<file path="src/rtl/vga_pkg.sv">
// vga_pkg: default 640x480@60 timing, derived totals
// and the axis FSM state shared by the VGA timing generator.
package vga_pkg;

  localparam int CNT_W = 10;

  localparam int DEF_H_ACTIVE = 640;
  localparam int DEF_H_FP     = 16;
  localparam int DEF_H_SYNC   = 96;
  localparam int DEF_H_BP     = 48;
  localparam int DEF_V_ACTIVE = 480;
  localparam int DEF_V_FP     = 10;
  localparam int DEF_V_SYNC   = 2;
  localparam int DEF_V_BP     = 33;

  localparam int DEF_H_TOTAL =
    DEF_H_ACTIVE + DEF_H_FP + DEF_H_SYNC + DEF_H_BP;
  localparam int DEF_V_TOTAL =
    DEF_V_ACTIVE + DEF_V_FP + DEF_V_SYNC + DEF_V_BP;

  typedef enum logic [1:0] {
    ACT,
    FRONT,
    SYNC,
    BACK
  } axis_state_e;

  // Sync pin level for an asserted/deasserted pulse.
  function automatic logic sync_level(
    input logic active,
    input logic pol
  );
    return active ? pol : ~pol;
  endfunction

endpackage

</file>
<file path="src/rtl/vga_axis_counter.sv">
// vga_axis_counter: one timing axis (H or V) -- position
// counter plus ACT/FRONT/SYNC/BACK region tracker.
module vga_axis_counter
  import vga_pkg::*;
#(
  parameter int ACTIVE = DEF_H_ACTIVE,
  parameter int FP     = DEF_H_FP,
  parameter int SYNC_W = DEF_H_SYNC,
  parameter int BP     = DEF_H_BP
) (
  input  logic             clk_i,
  input  logic             reset_i,
  input  logic             run_i,
  input  logic             step_i,
  output logic [CNT_W-1:0] cnt_o,
  output axis_state_e      state_o
);

  localparam int TOTAL = ACTIVE + FP + SYNC_W + BP;

  localparam logic [CNT_W-1:0] L_ACT =
    CNT_W'(ACTIVE - 1);
  localparam logic [CNT_W-1:0] L_FP =
    CNT_W'(ACTIVE + FP - 1);
  localparam logic [CNT_W-1:0] L_SYNC =
    CNT_W'(ACTIVE + FP + SYNC_W - 1);
  localparam logic [CNT_W-1:0] L_TOT =
    CNT_W'(TOTAL - 1);

  logic [CNT_W-1:0] cnt_q, cnt_d;
  axis_state_e      state_q, state_d;

  // Position and region registers.
  always_ff @(posedge clk_i) begin
    if (reset_i) begin
      cnt_q   <= '0;
      state_q <= ACT;
    end else begin
      cnt_q   <= cnt_d;
      state_q <= state_d;
    end
  end

  // Advance on step; idle forces the origin so a
  // restart always begins a fresh frame.
  always_comb begin
    cnt_d   = cnt_q;
    state_d = state_q;
    if (!run_i) begin
      cnt_d   = '0;
      state_d = ACT;
    end else if (step_i) begin
      cnt_d = (cnt_q == L_TOT) ? '0 : cnt_q + 1'b1;
      unique case (state_q)
        ACT:   if (cnt_q == L_ACT)  state_d = FRONT;
        FRONT: if (cnt_q == L_FP)   state_d = SYNC;
        SYNC:  if (cnt_q == L_SYNC) state_d = BACK;
        BACK:  if (cnt_q == L_TOT)  state_d = ACT;
        default:                    state_d = ACT;
      endcase
    end
  end

  assign cnt_o   = cnt_q;
  assign state_o = state_q;

endmodule

</file>
<file path="src/rtl/vga_timing_gen.sv">
// vga_timing_gen: VGA raster timing with pixel request and a
// 2-stage aligned output pipeline. Option: VGA_TEST_PATTERN_EN.
module vga_timing_gen
  import vga_pkg::*;
#(
  parameter int   H_ACTIVE = DEF_H_ACTIVE,
  parameter int   H_FP     = DEF_H_FP,
  parameter int   H_SYNC   = DEF_H_SYNC,
  parameter int   H_BP     = DEF_H_BP,
  parameter int   V_ACTIVE = DEF_V_ACTIVE,
  parameter int   V_FP     = DEF_V_FP,
  parameter int   V_SYNC   = DEF_V_SYNC,
  parameter int   V_BP     = DEF_V_BP,
  parameter logic SYNC_POL = 1'b0
) (
  input  logic             clk_pixel,
  input  logic             reset,
  input  logic             enable,
  output logic [CNT_W-1:0] pix_x,
  output logic [CNT_W-1:0] pix_y,
  output logic             pix_req,
  input  logic [2:0]       pix_rgb,
`ifdef VGA_TEST_PATTERN_EN
  input  logic             test_mode,
`endif
  output logic [2:0]       rgb,
  output logic             hsync,
  output logic             vsync,
  output logic             de,
  output logic             frame_start
);

  localparam int H_TOTAL =
    H_ACTIVE + H_FP + H_SYNC + H_BP;
  localparam logic [CNT_W-1:0] H_LAST =
    CNT_W'(H_TOTAL - 1);

  logic [CNT_W-1:0] h_cnt, v_cnt;
  axis_state_e      h_st, v_st;
  logic             h_wrap;

  assign h_wrap = (h_cnt == H_LAST);

  vga_axis_counter #(
    .ACTIVE (H_ACTIVE),
    .FP     (H_FP),
    .SYNC_W (H_SYNC),
    .BP     (H_BP)
  ) u_h (
    .clk_i   (clk_pixel),
    .reset_i (reset),
    .run_i   (enable),
    .step_i  (1'b1),
    .cnt_o   (h_cnt),
    .state_o (h_st)
  );

  vga_axis_counter #(
    .ACTIVE (V_ACTIVE),
    .FP     (V_FP),
    .SYNC_W (V_SYNC),
    .BP     (V_BP)
  ) u_v (
    .clk_i   (clk_pixel),
    .reset_i (reset),
    .run_i   (enable),
    .step_i  (h_wrap),
    .cnt_o   (v_cnt),
    .state_o (v_st)
  );

  // Stage 0: pixel address plus the raster flags for it.
  logic [CNT_W-1:0] pix_x_q, pix_y_q;
  logic req_q, hs0_q, vs0_q, fs0_q;
  logic req_d, hs0_d, vs0_d, fs0_d;
  // Stage 1: waits for upstream pixel data.
  logic de1_q, hs1_q, vs1_q, fs1_q;
  // Stage 2: outputs to the encoder.
  logic [2:0] rgb_q, rgb_src;
  logic de_q, hsync_q, vsync_q, fs_q;

  // Raster flags for the current counter position.
  always_comb begin
    req_d = enable && (h_st == ACT) && (v_st == ACT);
    hs0_d = enable && (h_st == SYNC);
    vs0_d = enable && (v_st == SYNC);
    fs0_d = enable && (h_cnt == '0) && (v_cnt == '0);
  end

  // Address stage and flag delay line.
  always_ff @(posedge clk_pixel) begin
    if (reset) begin
      pix_x_q <= '0;
      pix_y_q <= '0;
      req_q   <= 1'b0;
      hs0_q   <= 1'b0;
      vs0_q   <= 1'b0;
      fs0_q   <= 1'b0;
      de1_q   <= 1'b0;
      hs1_q   <= 1'b0;
      vs1_q   <= 1'b0;
      fs1_q   <= 1'b0;
    end else begin
      pix_x_q <= h_cnt;
      pix_y_q <= v_cnt;
      req_q   <= req_d;
      hs0_q   <= hs0_d;
      vs0_q   <= vs0_d;
      fs0_q   <= fs0_d;
      de1_q   <= req_q;
      hs1_q   <= hs0_q;
      vs1_q   <= vs0_q;
      fs1_q   <= fs0_q;
    end
  end

`ifdef VGA_TEST_PATTERN_EN
  localparam logic [CNT_W-1:0] BAR_W =
    CNT_W'(H_ACTIVE / 8);

  logic [2:0] bar_d, bar1_q;

  // Colour bar for the addressed column, brightest first.
  always_comb begin
    bar_d = 3'd7 - 3'(pix_x_q / BAR_W);
  end

  // Bar delayed to line up with upstream pixel data.
  always_ff @(posedge clk_pixel) begin
    if (reset) bar1_q <= 3'b000;
    else       bar1_q <= bar_d;
  end
`endif

  // Pixel source: upstream data or the built-in bars.
  always_comb begin
    rgb_src = pix_rgb;
`ifdef VGA_TEST_PATTERN_EN
    if (test_mode) rgb_src = bar1_q;
`endif
  end

  // Output register; blanking forces black.
  always_ff @(posedge clk_pixel) begin
    if (reset) begin
      rgb_q   <= 3'b000;
      de_q    <= 1'b0;
      hsync_q <= ~SYNC_POL;
      vsync_q <= ~SYNC_POL;
      fs_q    <= 1'b0;
    end else begin
      rgb_q   <= de1_q ? rgb_src : 3'b000;
      de_q    <= de1_q;
      hsync_q <= sync_level(hs1_q, SYNC_POL);
      vsync_q <= sync_level(vs1_q, SYNC_POL);
      fs_q    <= fs1_q;
    end
  end

  assign pix_x       = pix_x_q;
  assign pix_y       = pix_y_q;
  assign pix_req     = req_q;
  assign rgb         = rgb_q;
  assign de          = de_q;
  assign hsync       = hsync_q;
  assign vsync       = vsync_q;
  assign frame_start = fs_q;

endmodule

</file>
<file path="config.mk">
export PLATFORM = sky130hd
export DESIGN_NAME = vga_timing_gen
export DESIGN_NICKNAME = d
export VERILOG_FILES = /design/src/rtl/vga_pkg.sv /design/src/rtl/vga_axis_counter.sv /design/src/rtl/vga_timing_gen.sv
export SDC_FILE = /design/constraint.sdc
export NUM_CORES = 1
export LEC_CHECK = 0
export CAP_MARGIN = 10
export CORE_ASPECT_RATIO = 0.5
export CORE_UTILIZATION = 41
export DETAILED_ROUTE_END_ITERATION = 12
export PLACE_DENSITY = 0.63
export SLEW_MARGIN = 20
export SYNTH_ARGS = -nofsm -noshare
export SYNTH_HDL_FRONTEND = slang
export SYNTH_SLANG_ARGS = --single-unit
</file>
<file path="constraint.sdc">
create_clock -name clk_pixel -period 2.2 [get_ports clk_pixel]
set_clock_uncertainty 0.2 [all_clocks]
set_input_delay 0.44 -clock clk_pixel [delete_from_list [all_inputs] [get_ports clk_pixel]]
set_output_delay 0.44 -clock clk_pixel [all_outputs]
set_load 0.005 [all_outputs]
</file>
==> results.py, run 1 <==
metrics = {
    "clocking": {
        "clkTransAtPathRegs_ns": 0.07,
        "cts_tree": "done",
        "ctsHoldBuffers": 0,
        "cts-htree-levels": 3,
        "cts_made_buffers": 9,
        "cts_resized": 0,
        "cts_sinks": 59,
        "cts_root_buffer": "clkbuf_8",
        "insertion_delay_ns": 0.34,
        "cts_buffer_depth": 2,
        "post_cts_buffers": 0,
    },
    "global_routing": {
        "grt_use_total_pct": 16.90,
        "first_global_vias": 1620,
        "grt_pass1_wl_um": 7189,
        "antenna_found_initial": 0,
        "use_met1_pct": 20.29,
        "grt_use_met2_pct": 26.71,
        "grt_max_degree": 16,
        "met3_usage_pct": 6.786,
        "gr-total-overflow": 0,
        "busiest_layer": "met2",
    },
    "power_and_ir_drop": {
        "p_switching_uw": 470.4,
        "peakVddDrop_uv": 495.7,
        "clockPowerShare_pct": 51.2,
        "power_density_nw_per_um2": 755.9,
        "internal-power_mw": 1.853,
        "leakage_nw": 1.177,
        "seqPwrFrac_pct": 46.5,
        "combPwrFrac_pct": 2.3,
        "switching_share_pct": 20.24,
        "power_mw": 2.324,
    },
    "floorplan": {
        "num_rows": 18,
        "die_x_um": 107.6,
        "core_area_um2": 5135,
        "initial_core_util_pct": 44.49,
        "dieArea_um2": 5893,
        "die_h_um": 54.79,
        "io-pin-count": 34,
    },
    "worst_setup_path": {
        "crit_arrival_ns": 2.13,
        "cp_max_fo": 5,
        "critical_path.endpoint_type": "flop",
        "startpoint_type": "flop",
        "crit_required_ns": 2.24,
        "path_class": "flop to flop",
    },
    "yosys": {
        "syn_avg_cell_area_um2": 9.806,
        "async_reset_ff_share_pct": 0,
        "yosys_warnings": 0,
        "synth_area_um2": 2285,
        "yosys-top-cells-area": "dfxtp_1, ha_1, nor2b_1",
        "synth-edff-count": 0,
        "synth_top_area_share_pct": 51.70,
        "ys.flop_type": "dfxtp_1",
        "yosysUniqueCellTypes": 39,
        "synth-seq-area-share_pct": 51.70,
        "netlist_instances": 233,
        "ys_ff_latch": 59,
        "synth_nets": 252,
        "yosysTopAreaCell": "dfxtp_1",
    },
    "placed_design": {
        "gp_congestion": 0.8264,
        "io_buffer_count": 33,
        "dp_slack_ns": 0.06380,
        "dp_hpwl_um": 3193,
        "placed_area_um2": 2806,
    },
    "route": {
        "vias": 1729,
        "drt-vias-per-instance": 4.776,
        "postRouteAntennaNets": 0,
        "wl_per_cell_um": 12.14,
        "drt_wl_total_um": 4393,
        "drtIter0Drc": 31,
        "dr.pass1.iters": 4,
        "drc": 0,
    },
    "final_layout": {
        "final_cell_area_um2": 3074,
        "multi_input_area_um2": 1060,
        "seqCellArea_um2": 1184,
        "final_nets": 306,
        "final_util_pct": 59.87,
        "area_delta_synth_final_pct": 34.56,
        "layout-drive-gt1-share_pct": 14.73,
        "antenna_cells": 0,
        "fillers": 475,
        "final_common_cell": "dfxtp_1",
        "layout_common_cells": "dfxtp_1, clkdlybuf4s50_1, nor2_1",
    },
    "run_status": {
        "status": "complete, no violations",
    },
    "timing": {
        "setup_tns_ns": 0,
        "hold_viol_final": 0,
        "setup-violations-final": 0,
        "period_share_pct": 95.22,
        "drv_slew": 0,
        "fin_ws_ns": 0.1052,
        "fmax_mhz": 477.4,
        "maxSlewHeadroom_pct": 71.77,
        "rsz0062_at_grt": "no",
        "finalCriticalPeriod_ns": 2.095,
        "worst_pin_slew_ns": 0.4177,
    },
    "job": {
        "max_cap_viol_count": 0,
    },
    "worst_hold_path": {
        "hp-class": "flop to flop",
    },
}
[layout make-up]
| class | count | area share (%) |
|---|---|---|
| tap | 70 | 2.849 |
| timing repair buffer | 50 | 14.90 |
| inverter | 12 | 1.465 |
| clock inverter | 7 | 3.785 |
| multi-input combinational | 155 | 34.47 |
| sequential | 59 | 38.50 |
| clock buffer | 9 | 4.029 |
[path summary, 6_finish.rpt]
path                                 endpoint  cells after the start                     from  slack (ns)
setup / recovery  u_v.state_o[0]$_SDFFE_PP0P_                      6  u_h.cnt_o[0]$_SDFF_PP0_        0.11
setup reg to reg  u_v.state_o[0]$_SDFFE_PP0P_                      6  u_h.cnt_o[0]$_SDFF_PP0_        0.11
hold reg to reg              hsync$_SDFF_PP1_                      1         hs1_q$_SDFF_PP0_        0.18
hold / removal               hsync$_SDFF_PP1_                      1         hs1_q$_SDFF_PP0_        0.18
[cells by family after synthesis]
kind of cell / Yosys count / share of synthesized area, %
AND/OR/NAND/NOR: 107 / 25.90
multiplexers: 1 / 0.4381
flip-flops: 59 / 51.70
AO/OA/AOI/OAI: 18 / 5.476
adder cells (fa/ha/maj): 13 / 7.120
buffers and inverters: 19 / 3.231
XOR/XNOR: 16 / 6.134
[metrics by stage]
| step | hold WS (ns) | instances |
|---|---|---|
| after floorplan | 0.1559 | 233 |
| after global placement | 0.1643 | 346 |
| after detailed placement | 0.1653 | 346 |
| after CTS | 0.1799 | 362 |
| after global routing | 0.1910 | 362 |
| final | 0.1779 | 362 |
[Yosys cell counts, types with 5 or more instances]
master,count
nand3_1,7
dfxtp_1,59
ha_1,13
and2_1,5
xor2_1,8
inv_1,12
nor2b_1,23
nand4_1,6
nand2_1,15
and3_1,5
nor2_1,24
xnor2_1,8
clkbuf_1,5
[power groups by stage]
stage	combinational (mW)	sequential (mW)	clock, mW
detailed placement	0.0535	1.10	0
floorplan	0.0241	1.10	0
global route	0.0590	1.08	1.26
CTS	0.0541	1.08	1.21
finish	0.0532	1.08	1.19
global placement	0.0535	1.10	0
[registers in the layout, summed over array words and instances, names as in the netlist]
name         cells
de               1
de1_q            1
frame_start      1
fs0_q            1
fs1_q            1
hs0_q            1
hs1_q            1
hsync            1
pix_req          1
pix_x           10
pix_y           10
rgb              3
u_h.cnt_o       10
u_h.state_o      2
u_v.cnt_o       10
u_v.state_o      2
vs0_q            1
vs1_q            1
vsync            1
[worst max-delay path, cell delays in order, from the launching register on]
cell and delay [ns]:
dfxtp_2 0.38, ha_4 0.16, nand4_2 0.10, or3b_1 0.42, a2111o_1 0.38, o31a_1 0.24
o21a_1 0.10
[routing by layer]
| layer | part of all wire (%) | up-vias |
|---|---|---|
| met3 | 4.9 | 10 |
| li1 | - | 886 |
| met4 | 2.0 | 0 |
| met5 | 0 | - |
| met1 | 49 | 803 |
| met2 | 44 | 30 |
Note: power is estimated with default switching activity, not from simulation.
==> run 2: changes to the inputs <==
==> constraint.sdc (replaced) <==
create_clock -name clk_pixel -period 2.2 [get_ports clk_pixel]
set_clock_uncertainty 0.2 [all_clocks]
set_input_delay 0.55 -clock clk_pixel [delete_from_list [all_inputs] [get_ports clk_pixel]]
set_output_delay 0.55 -clock clk_pixel [all_outputs]
set_load 0.1 [all_outputs]
==> run 2 against run 1 <==
  * Register-to-register slack worse by 0.02 ns
  * Largest cell class unchanged
  * Sequential share of layout area is 2.8 points lower
  * Core utilization is 4.7 points higher
  * Power is 4.8% lower
  * Non-clock buffer count is 2 lower
  * Via count is 1.3% lower
  * Highest routed layer unchanged
  * Cell count is 0.55% lower
  * Worst hold slack worse by 0.0029 ns
==> results.py, run 2 (same netlist as run 1, synthesis figures left out) <==
metrics = {
    "run_status": {
        "status": "complete, no violations",
    },
    "job": {
        "max_cap_viol_count": 0,
    },
    "global_routing": {
        "gr-total-overflow": 0,
        "grt_max_degree": 16,
        "first_global_vias": 1604,
        "antenna_found_initial": 0,
        "grt_use_total_pct": 17.59,
        "grt_pass1_wl_um": 7362,
    },
    "final_layout": {
        "layout-drive-gt1-share_pct": 24.14,
        "area_delta_synth_final_pct": 45.07,
        "final_common_cell": "dfxtp_1",
        "final_util_pct": 64.55,
        "final_cell_area_um2": 3314,
        "antenna_cells": 0,
        "layout_common_cells": "dfxtp_1, buf_12, nor2_1",
        "final_nets": 304,
    },
    "floorplan": {
        "dieArea_um2": 5893,
        "die_h_um": 54.79,
        "num_rows": 18,
        "core_area_um2": 5135,
        "die_x_um": 107.6,
        "io-pin-count": 34,
        "initial_core_util_pct": 44.49,
    },
    "timing": {
        "holdWs_ns": 0.1750,
        "finalCriticalPeriod_ns": 2.113,
        "drv_slew": 0,
        "hold_viol_final": 0,
        "period_share_pct": 96.05,
        "setup-violations-final": 0,
        "maxSlewHeadroom_pct": 75.71,
        "worst_pin_slew_ns": 0.3595,
        "fmax_mhz": 473.2,
    },
    "worst_setup_path": {
        "crit_arrival_ns": 2.13,
        "path_class": "flop to flop",
        "max_stage_delay_ns": 0.57,
        "cp_cell_sequence": "buf_4 -> or4_1 -> o31ai_2 -> o2111ai_1 -> nand3_1 -> o21ai_0",
        "cp_max_fo": 7,
        "startpoint_type": "flop",
        "critPathSlowestCell": "or4_1",
        "critical_path.endpoint_type": "flop",
        "crit_required_ns": 2.22,
    },
    "route": {
        "drtIter0Drc": 56,
        "postRouteAntennaNets": 0,
        "dr.pass1.iters": 4,
        "drt-vias-per-instance": 4.742,
        "drt_wl_total_um": 4472,
        "vias": 1707,
        "drc": 0,
        "wl_per_cell_um": 12.42,
    },
    "clocking": {
        "cts_made_buffers": 9,
        "cts-htree-levels": 3,
        "ctsHoldBuffers": 0,
        "insertion_delay_ns": 0.34,
        "cts_sinks": 59,
        "clkTransAtPathRegs_ns": 0.07,
        "cts_buffer_depth": 2,
        "cts_tree": "done",
        "cts_root_buffer": "clkbuf_8",
    },
    "power_and_ir_drop": {
        "power_mw": 2.212,
        "leakage_nw": 1.300,
        "peakVddDrop_uv": 386.6,
        "power_density_nw_per_um2": 667.5,
    },
    "placed_design": {
        "io_buffer_count": 33,
        "gp_congestion": 0.8224,
        "dp_hpwl_um": 3259,
        "placed_area_um2": 3072,
    },
    "worst_hold_path": {
        "hp-class": "flop to flop",
    },
}
[run 2: changes by cell type in the layout (fill, tap and decap cells not counted), moves of 2 or more]
cell,change
clkdlybuf4s50_1,-28
buf_4,-2
buf_12,+28
clkinv_2,+2
[run 2: final timing paths]
kind                                               from                     endpoint  slack [ns]  cells after the start
worst min register to register         vs1_q$_SDFF_PP0_             vsync$_SDFF_PP1_        0.17                      1
worst max-delay path            u_h.cnt_o[5]$_SDFF_PP0_  u_h.state_o[1]$_SDFFE_PP0P_        0.09                      6
worst min-delay path                   vs1_q$_SDFF_PP0_             vsync$_SDFF_PP1_        0.17                      1
worst max register to register  u_h.cnt_o[5]$_SDFF_PP0_  u_h.state_o[1]$_SDFFE_PP0P_        0.09                      6
[run 2: area by class of cell]
class | count | area (um^2)
fill | 417 | 1821
sequential | 59 | 1184
multi-input combinational | 155 | 1067
timing repair buffer | 48 | 723.2
clock buffer | 10 | 127.6
tap | 70 | 87.58
clock inverter | 6 | 80.08
inverter | 12 | 45.04
[run 2: where the power goes]
group / internal (mW) / total, mW / switching (mW)
registers: 1.08 / 1.08 / 0.00644
logic: 0.0359 / 0.0896 / 0.0537
clock network: 0.629 / 1.04 / 0.410
total: 1.74 / 2.21 / 0.470
[run 2: layer usage]
layer  vias up  global-route usage (%)  part of all wire (%)  wire, um
met5         -                       0                     0         0
met4         0                   10.96                   2.2        98
met3        13                   7.143                   5.7       256
met2        43                   27.35                    45      2025
met1       771                   20.84                    47      2091
li1        880                       -                     -         -
[run 2: repair_timing]
item,4_1_cts,5_1_grt
setup buffers,0,0
setup endpoints to repair,0,4
resized for setup,0,6
[run 2: worst max-delay path, delay by kind of cell, from the launching register on]
kind                   cells  cell delay, ns
AND/OR/NAND/NOR            2            0.70
AO/OA/AOI/OAI              3            0.60
flip-flops                 1            0.32
buffers and inverters      1            0.16
[run 2: stage by stage]
stage,TNS (ns),setup slack [ns],cells
finish,0,0.08688,360
global route,-0.01197,-0.01197,360
CTS,0,0.04083,360
detailed placement,0,0.05920,344
global placement,0,0.1180,344
floorplan,0,0.008423,233
